--- src/rtl/scic_pkg.sv ---
// Shared constants for the switch conditioning path: switch count, clock rate
// and debounce window, plus the debounce counter width helper.
package scic_pkg;

    localparam int unsigned SCIC_SWITCH_WIDTH    = 4;
    localparam int unsigned SCIC_CLK_HZ          = 100_000_000;
    localparam int unsigned SCIC_DEBOUNCE_MS     = 10;
    localparam int unsigned SCIC_SYNC_STAGES     = 2;
    localparam int unsigned SCIC_DEBOUNCE_CYCLES = (SCIC_CLK_HZ / 1000) * SCIC_DEBOUNCE_MS;

    // Counter must hold values 0..cycles, which also covers cycles == 1.
    function automatic int unsigned scic_cnt_width(input int unsigned cycles);
        return (cycles < 1) ? 1 : $clog2(cycles + 1);
    endfunction

endpackage

--- src/rtl/debounce_bit.sv ---
// One switch bit: SyncStages-deep synchroniser, saturating stability counter and
// the accepted level. update_o strobes on the cycle before the level flips.
module debounce_bit
    import scic_pkg::*;
#(
    parameter int unsigned DebounceCycles = 4,
    parameter int unsigned SyncStages     = 2
) (
    input  logic clock,
    input  logic reset,
    input  logic raw_i,
    output logic level_o,
    output logic update_o
);

    localparam int unsigned CntW = scic_cnt_width(DebounceCycles);
    localparam logic [CntW-1:0] CntMax = CntW'(DebounceCycles - 1);

    logic [SyncStages-1:0] sync_q;
    logic [CntW-1:0]       cnt_q, cnt_d;
    logic                  level_q, level_d;
    logic                  synced;
    logic                  update;

    assign synced = sync_q[SyncStages-1];

    always_comb begin
        cnt_d   = cnt_q;
        level_d = level_q;
        update  = 1'b0;
        if (synced == level_q) begin
            cnt_d = '0;
        end else if (cnt_q == CntMax) begin
            // This edge is the DebounceCycles-th consecutive differing cycle.
            update  = 1'b1;
            level_d = synced;
            cnt_d   = '0;
        end else begin
            cnt_d = cnt_q + 1'b1;
        end
    end

    always_ff @(posedge clock or negedge reset) begin
        if (!reset) begin
            sync_q  <= '0;
            cnt_q   <= '0;
            level_q <= 1'b0;
        end else begin
            sync_q  <= {sync_q[SyncStages-2:0], raw_i};
            cnt_q   <= cnt_d;
            level_q <= level_d;
        end
    end

    assign level_o  = level_q;
    assign update_o = update;

endmodule

--- src/rtl/switch_debouncer.sv ---
// Synchronises and debounces WIDTH raw slide switches; changed pulses after any update.
// Define SWITCH_EDGE_EN to add per-bit registered rise/fall pulses.
module switch_debouncer
    import scic_pkg::*;
#(
    parameter int unsigned WIDTH           = SCIC_SWITCH_WIDTH,
    parameter int unsigned DEBOUNCE_CYCLES = SCIC_DEBOUNCE_CYCLES,
    parameter int unsigned SYNC_STAGES     = SCIC_SYNC_STAGES
) (
    input  logic             clock,
    input  logic             reset,
    input  logic [WIDTH-1:0] switches_raw,
    output logic [WIDTH-1:0] switches,
    output logic             changed
`ifdef SWITCH_EDGE_EN
    ,
    output logic [WIDTH-1:0] rise,
    output logic [WIDTH-1:0] fall
`endif
);

    logic [WIDTH-1:0] level;
    logic [WIDTH-1:0] update;
    logic             changed_q;

    for (genvar i = 0; i < WIDTH; i++) begin : g_bit
        debounce_bit #(
            .DebounceCycles(DEBOUNCE_CYCLES),
            .SyncStages    (SYNC_STAGES)
        ) u_bit (
            .clock   (clock),
            .reset   (reset),
            .raw_i   (switches_raw[i]),
            .level_o (level[i]),
            .update_o(update[i])
        );
    end

    always_ff @(posedge clock or negedge reset) begin
        if (!reset) begin
            changed_q <= 1'b0;
        end else begin
            changed_q <= |update;
        end
    end

    assign switches = level;
    assign changed  = changed_q;

`ifdef SWITCH_EDGE_EN
    logic [WIDTH-1:0] rise_q, fall_q;

    // A bit only updates when it differs, so the new value is ~level.
    always_ff @(posedge clock or negedge reset) begin
        if (!reset) begin
            rise_q <= '0;
            fall_q <= '0;
        end else begin
            rise_q <= update & ~level;
            fall_q <= update & level;
        end
    end

    assign rise = rise_q;
    assign fall = fall_q;
`endif

endmodule
--- config.mk ---
export PLATFORM = sky130hd
export DESIGN_NAME = switch_debouncer
export DESIGN_NICKNAME = d
export VERILOG_FILES = /design/src/rtl/scic_pkg.sv /design/src/rtl/debounce_bit.sv /design/src/rtl/switch_debouncer.sv
export SDC_FILE = /design/constraint.sdc
export NUM_CORES = 1
export LEC_CHECK = 0
export ABC_AREA = 1
export BUFFER_PORTS_ARGS = -buffer_cell sky130_fd_sc_hd__buf_2
export CORE_ASPECT_RATIO = 1.1
export CORE_UTILIZATION = 60
export DETAILED_ROUTE_END_ITERATION = 12
export GPL_ROUTABILITY_DRIVEN = 0
export GPL_TIMING_DRIVEN = 1
export PLACE_DENSITY = 0.77
export SYNTH_ARGS = -nofsm -noshare
export SYNTH_HDL_FRONTEND = slang
export SYNTH_HIERARCHICAL = 1
export SYNTH_SLANG_ARGS = --single-unit
--- constraint.sdc ---
create_clock -name clock -period 1.48 [get_ports clock]
set_input_delay 0.296 -clock clock [delete_from_list [all_inputs] [get_ports clock]]
set_output_delay 0.296 -clock clock [all_outputs]
set_load 0.05 [all_outputs]
# After elaboration in Yosys (flattened, before gate mapping)
# Index checks and enable logic that the tools add are counted.
[totals] inputBits=6 output_inout_bits=5 regBits=93 word_cells=50
[classes] n_addsub=4 bitwise=4 reduce_logical=5 mux=16 n_eq_ne=8
[op_table] operator="two-way mux 20 bit" n=8
[op_table] operator="adder 20 x 1 -> 20 bit, second input constant" n=4
[op_table] operator="equality test 20 bit, second input constant" n=4
[op_table] operator="two-way mux 1 bit" n=8
[op_table] operator="AND reduction 2 bit" n=4
[op_table] operator="equality test 1 bit" n=4
[op_table] operator="inverter 1 bit" n=4
[op_table] operator="OR reduction 4 bit" n=1

# Depth between registers and ports, before layout
[logic_depth] word_depth=4 depth_mapped=8

# By module
# Netlist, hierarchy kept.
[modules_own_cells] mod="debounce_bit" area_each_um2=1298.7 cells_per_inst=164 instances=4 seq_area_each_um2=575.6
[modules_own_cells] mod="switch_debouncer" area_each_um2=36.3 cells_per_inst=4 instances=1 seq_area_each_um2=25.0

# Worst setup path after synthesis
# No wires, ideal clock.
[synth_timing] kind="register to register" start="register g_bit[0].u_bit.level_q" end="register g_bit[0].u_bit.cnt_q[10]" n_path_buf=1 required_time_ns=1.348 path_stages_with_launch=4 setup_ns=0.132 arrival_time_ns=1.258 period_less_slack_ns=1.389 setup_slack_ns=0.091 path_cell_list="dfrtp_1 -> xnor2_1 -> clkbuf_1 -> nor2_1"
[synth_via] elab_chain_len=2
[synth_rtl] element="from (decl)" line_no="debounce_bit.sv:21" source="logic level_q, level_d;"
[synth_rtl] element="from (signal assigned)" line_no="debounce_bit.sv:51" source="level_q <= level_d;"
[synth_rtl] element="equality test 1 bit" line_no="debounce_bit.sv:31" source="if (synced == level_q) begin"
[synth_rtl] element="two-way mux 20 bit" line_no="debounce_bit.sv:31"
[synth_rtl] element="via g_bit[0].u_bit.cnt_d[10]" line_no="debounce_bit.sv:20" source="logic [CntW-1:0] cnt_q, cnt_d;"
[synth_rtl] element="to (signal assigned)" line_no="debounce_bit.sv:50" source="cnt_q <= cnt_d;"
[synth_rtl] element="to (decl)" line_no="debounce_bit.sv:20"
# The timed path passes the listed nets, and every way through them passes these cells.
# A chain may end at the register's enable or synchronous reset.

# Worst setup path after layout
[layout_timing] start="register g_bit[0].u_bit.cnt_q[1]" end="register g_bit[0].u_bit.cnt_q[18]"
[layout_via] elab_chain_len=3 word_cells_on_any_way=4 cone_classes="1 x add/sub; 1 x eq/ne; 2 x mux"
[layout_rtl] element="adder 20 x 1 -> 20 bit / equality test 20 bit (equally long branches)" line_no="debounce_bit.sv:39, debounce_bit.sv:33"
[layout_rtl] element="two-way mux 20 bit (*)" line_no="debounce_bit.sv:33" source="end else if (cnt_q == CntMax) begin"
[layout_rtl] element="two-way mux 20 bit (*)" line_no="debounce_bit.sv:31"
[layout_rtl] element="via g_bit[0].u_bit.cnt_d[18]" line_no="debounce_bit.sv:20"
# Mark *: on every way through the listed nets, which the timed path passes. The rest lies on a longest branch.

==> impl_summary.log <==
INFO  metric root_buffer_master = sky130_fd_sc_hd__clkbuf_8
INFO  metric p_int = 0.00371 W
INFO  metric grt_antenna_before_repair = 0
INFO  metric pin_count_of_the_biggest_net_entering_global_routing = 34
INFO  metric crit_fanout = 5
INFO  metric timing.critical_path.from_type = register
INFO  metric run_status = complete, no violations
INFO  metric synth_top_area_share = 44.5%
INFO  metric netSwitchingPower = 0.00108 W
INFO  metric combPwrFrac = 4.6%
INFO  metric cp_top_family = simple AND/OR/NAND/NOR gates
INFO  metric io_pins = 11
INFO  metric clock_path_buffers = 2
INFO  metric switching_share = 22.5%
INFO  metric route.detailed.drc = 0
INFO  metric cells_along_the_critical_path = ha_2, nand3_4, inv_1, nand3b_1, o21bai_1, nand2_1, nor2_1
INFO  metric post-dp-hpwl = 8.07 mm
INFO  metric post_syn_area_per_cell = 7.93 µm²
INFO  metric synthesis.yosys.warnings = 6
INFO  metric yosysUniqueCellTypes = 21
INFO  metric drt.antenna.violating_nets = 0
INFO  metric number_of_global_route_vias_before_repair = 4218
INFO  metric fp.dieArea = a little over 9000 µm²
INFO  metric clock_pin_slew_of_the_registers_on_the_worst_case_setup_and_hold_paths = about 80 ps
INFO  metric timing.critical_path.buf_inv = 1
INFO  metric hold_path.class = in -> reg
INFO  metric fmax = 709 MHz
INFO  metric fin_crit = 1410 ps
INFO  metric count_of_tritonroute_iterations_in_the_first_routing_pass = 6
INFO  metric slowest_stage = sky130_fd_sc_hd__dfrtp_1
INFO  metric synth_area = 5230 µm²
INFO  metric number_of_input_and_output_port_buffers_inserted = 10
INFO  metric synth_cells = 660
INFO  metric width_of_the_chip = 91.0 µm
INFO  metric worst_clock_skew = about 12 ps
INFO  metric ir_drop = ~660 µV
INFO  metric post-synth-top-area-cell = sky130_fd_sc_hd__dfrtp_1
INFO  metric leakagePower = 2.57 nW
INFO  metric final_max_slew_violation_count = 0
INFO  metric drv.max_cap_violation_count = 0
INFO  metric coreArea = 8410 µm²
INFO  metric start_util = 62.2%
INFO  metric post_drt_via_cell_ratio = 5.36
INFO  metric detailroute.via_count = ~4300
INFO  metric dieHeight = 99.9 µm
INFO  metric cp_endpoint_kind = register
INFO  metric cpPeakStageDelay = between 300 and 400 ps
INFO  metric flow.area_growth_from_synthesis = 11.5%
INFO  metric cts_tree = done
INFO  metric layout.cells.most_common = sky130_fd_sc_hd__nor2_1
INFO  metric layout_worst_path_cycle_share = 95.3%
INFO  metric post-place-cells = a little under 800
INFO  metric power.share.sequential = 54.6%
INFO  metric fin_hold_ws = 40.8 ps
INFO  metric p_per_area = between 800 and 900 nW/µm²
INFO  metric leading_cell_types_in_the_layout_fill_and_taps_excluded = 164 x sky130_fd_sc_hd__nor2_1, 117 x sky130_fd_sc_hd__nand2_1, 93 x sky130_fd_sc_hd__dfrtp_1, 60 x sky130_fd_sc_hd__inv_1, 60 x sky130_fd_sc_hd__nand3_1
INFO  metric design.final.nets = 701
INFO  metric grt_overflow = 0
INFO  metric final_cells = between 800 and 900
INFO  metric worst-setup-path-type = reg -> reg
INFO  metric worst_slew_margin_rel = 76.0%
INFO  metric antenna_cells = 0
INFO  metric synth_fp_nets = 670
INFO  metric grt_first_pass_wirelength = 19.1 mm
INFO  metric synth.yosys.seq_area_share = around 44%
INFO  metric finalWirelength = ~11 mm
INFO  metric rows = 35
INFO  metric htreeDepth = 3
INFO  metric reg2reg_slack = between 60 and 70 ps
INFO  metric groute.usage.overall = approximately a quarter
INFO  metric worst_ep_required_time = 1770 ps
INFO  metric pwr-share-clk = 40.8%
INFO  metric initialDrtViolationCount = 199
INFO  metric setup_viol_count_final = 0
INFO  metric drt-wirelength-per-cell = 13.8 µm
INFO  metric tritoncts_num_sinks = 93
INFO  metric worst_pin_slew = 357 ps
INFO  metric final_number_of_hold_violating_endpoints = 0
INFO  metric post-route-worst-setup-slack = between 60 and 70 ps
INFO  metric worstSkewPairLatency = 360 ps
INFO  metric postSynthRegisterBits = 93
INFO  metric worstPathArrival = 1700 ps
INFO  metric worst_case_setup_slack_after_placement = 58.8 ps
INFO  metric tritoncts.num_buffers = 9
INFO  metric final_layout_size_suffix_gt1_share = around 16%
INFO  metric synth.top_cells.by_area = sky130_fd_sc_hd__dfrtp_1 44%, sky130_fd_sc_hd__nor2_1 12%, sky130_fd_sc_hd__nand2_1 8.4%
synthesized netlist by cell type:
cell type / count
sky130_fd_sc_hd__nor2_2: 16
sky130_fd_sc_hd__a21oi_1: 12
sky130_fd_sc_hd__nand3_4: 4
sky130_fd_sc_hd__nand2_2: 20
sky130_fd_sc_hd__nand2_1: 117
sky130_fd_sc_hd__nor2_4: 16
sky130_fd_sc_hd__nand3_2: 4
sky130_fd_sc_hd__nor2_1: 166
sky130_fd_sc_hd__o21bai_1: 12
sky130_fd_sc_hd__xnor2_1: 24
sky130_fd_sc_hd__nand2_4: 4
sky130_fd_sc_hd__dfrtp_1: 93
sky130_fd_sc_hd__xor2_1: 20
sky130_fd_sc_hd__clkbuf_1: 4
sky130_fd_sc_hd__and2_1: 4
sky130_fd_sc_hd__inv_1: 60
sky130_fd_sc_hd__ha_1: 4
sky130_fd_sc_hd__nor3_1: 4
sky130_fd_sc_hd__nand3_1: 60
sky130_fd_sc_hd__nand3b_1: 8
sky130_fd_sc_hd__nand4_1: 8
worst register-to-register path, delay by kind of cell (launching register included):
family / cells / cell delay (ps)
AO/OA/AOI/OAI: 1 / 190
flip-flops: 1 / 380
buffers and inverters: 1 / 90
adder cells (fa/ha/maj): 1 / 230
AND/OR/NAND/NOR: 4 / 460
logic make-up (layout without fill, tap and decap cells):
family                   Yosys count  in the layout  share of synthesized area (%)
AND/OR/NAND/NOR                  431            431                           39.7
flip-flops                        93             93                           44.5
buffers and inverters             64            100                           4.59
XOR/XNOR                          44             44                           7.37
AO/OA/AOI/OAI                     24             24                           2.87
adder cells (fa/ha/maj)            4              4                          0.957
routing by layer:
metal	wire length (µm)	global-route usage, %	vias up	part of all wire, %
met5	0	0	-	0
met4	230	10.7	0	2.1
met3	490	5.68	27	4.4
met2	5440	44.3	139	49
met1	5000	33.7	2038	45
li1	-	-	2123	-
area by class of cell:
type                    count  area [µm²]
fillers                   704        2570
clock buffers              11         151
repair buffers             24         185
flip-flops and latches     93        2330
inverters                  60         225
multi-input cells         503        2720
well taps                 111         139
clock inverters             5        81.3
path summary, 6_finish.rpt:
kind	end	from	cells past startpoint
min	g_bit[3].u_bit/sync_q[0]	switches_raw[3]	1
min in group asynchronous	g_bit[3].u_bit/cnt_q[13]	reset	2
max reg2reg	g_bit[0].u_bit/cnt_q[18]	g_bit[0].u_bit/cnt_q[1]	7
max	g_bit[0].u_bit/cnt_q[18]	g_bit[0].u_bit/cnt_q[1]	7
min reg2reg	g_bit[2].u_bit/sync_q[1]	g_bit[2].u_bit/sync_q[0]	0
max in group asynchronous	g_bit[0].u_bit/cnt_q[17]	reset	3
per-stage QoR:
step	total power, W	cell area (µm²)	setup TNS, ps	utilization [%]
finish	0.00478	5830	0	69.4
global placement	0.00286	5500	0	65.4
detailed placement	0.00287	5500	0	65.4
CTS	0.00482	5740	0	68.3
floorplan	0.00275	5230	0	-
global route	0.00497	5830	-34.5	69.4
power groups by stage:
stage	clock network, W	registers (W)	logic, W
after detailed placement	0	0.00266	0.000206
after CTS	0.00200	0.00261	0.000209
final	0.00195	0.00261	0.000218
after floorplan	0	0.00265	0.0000992
after global placement	0	0.00266	0.000197
after global routing	0.00210	0.00262	0.000250
state kept, by name, indices dropped and copies added, names as in the netlist:
| name | flops |
|---|---|
| changed | 1 |
| g_bit.u_bit/cnt_q | 80 |
| g_bit.u_bit/level_o | 4 |
| g_bit.u_bit/sync_q | 8 |
repair_timing:
item / 4_1_cts / 5_1_grt
hold buffers: 1 / 0
endpoints found under the setup margin: 0 / 34
gates resized for setup: 0 / 13
setup buffers: 0 / 4
endpoints found under the hold margin: 21 / 0
No activity file was read; power rests on OpenSTA's default activity.
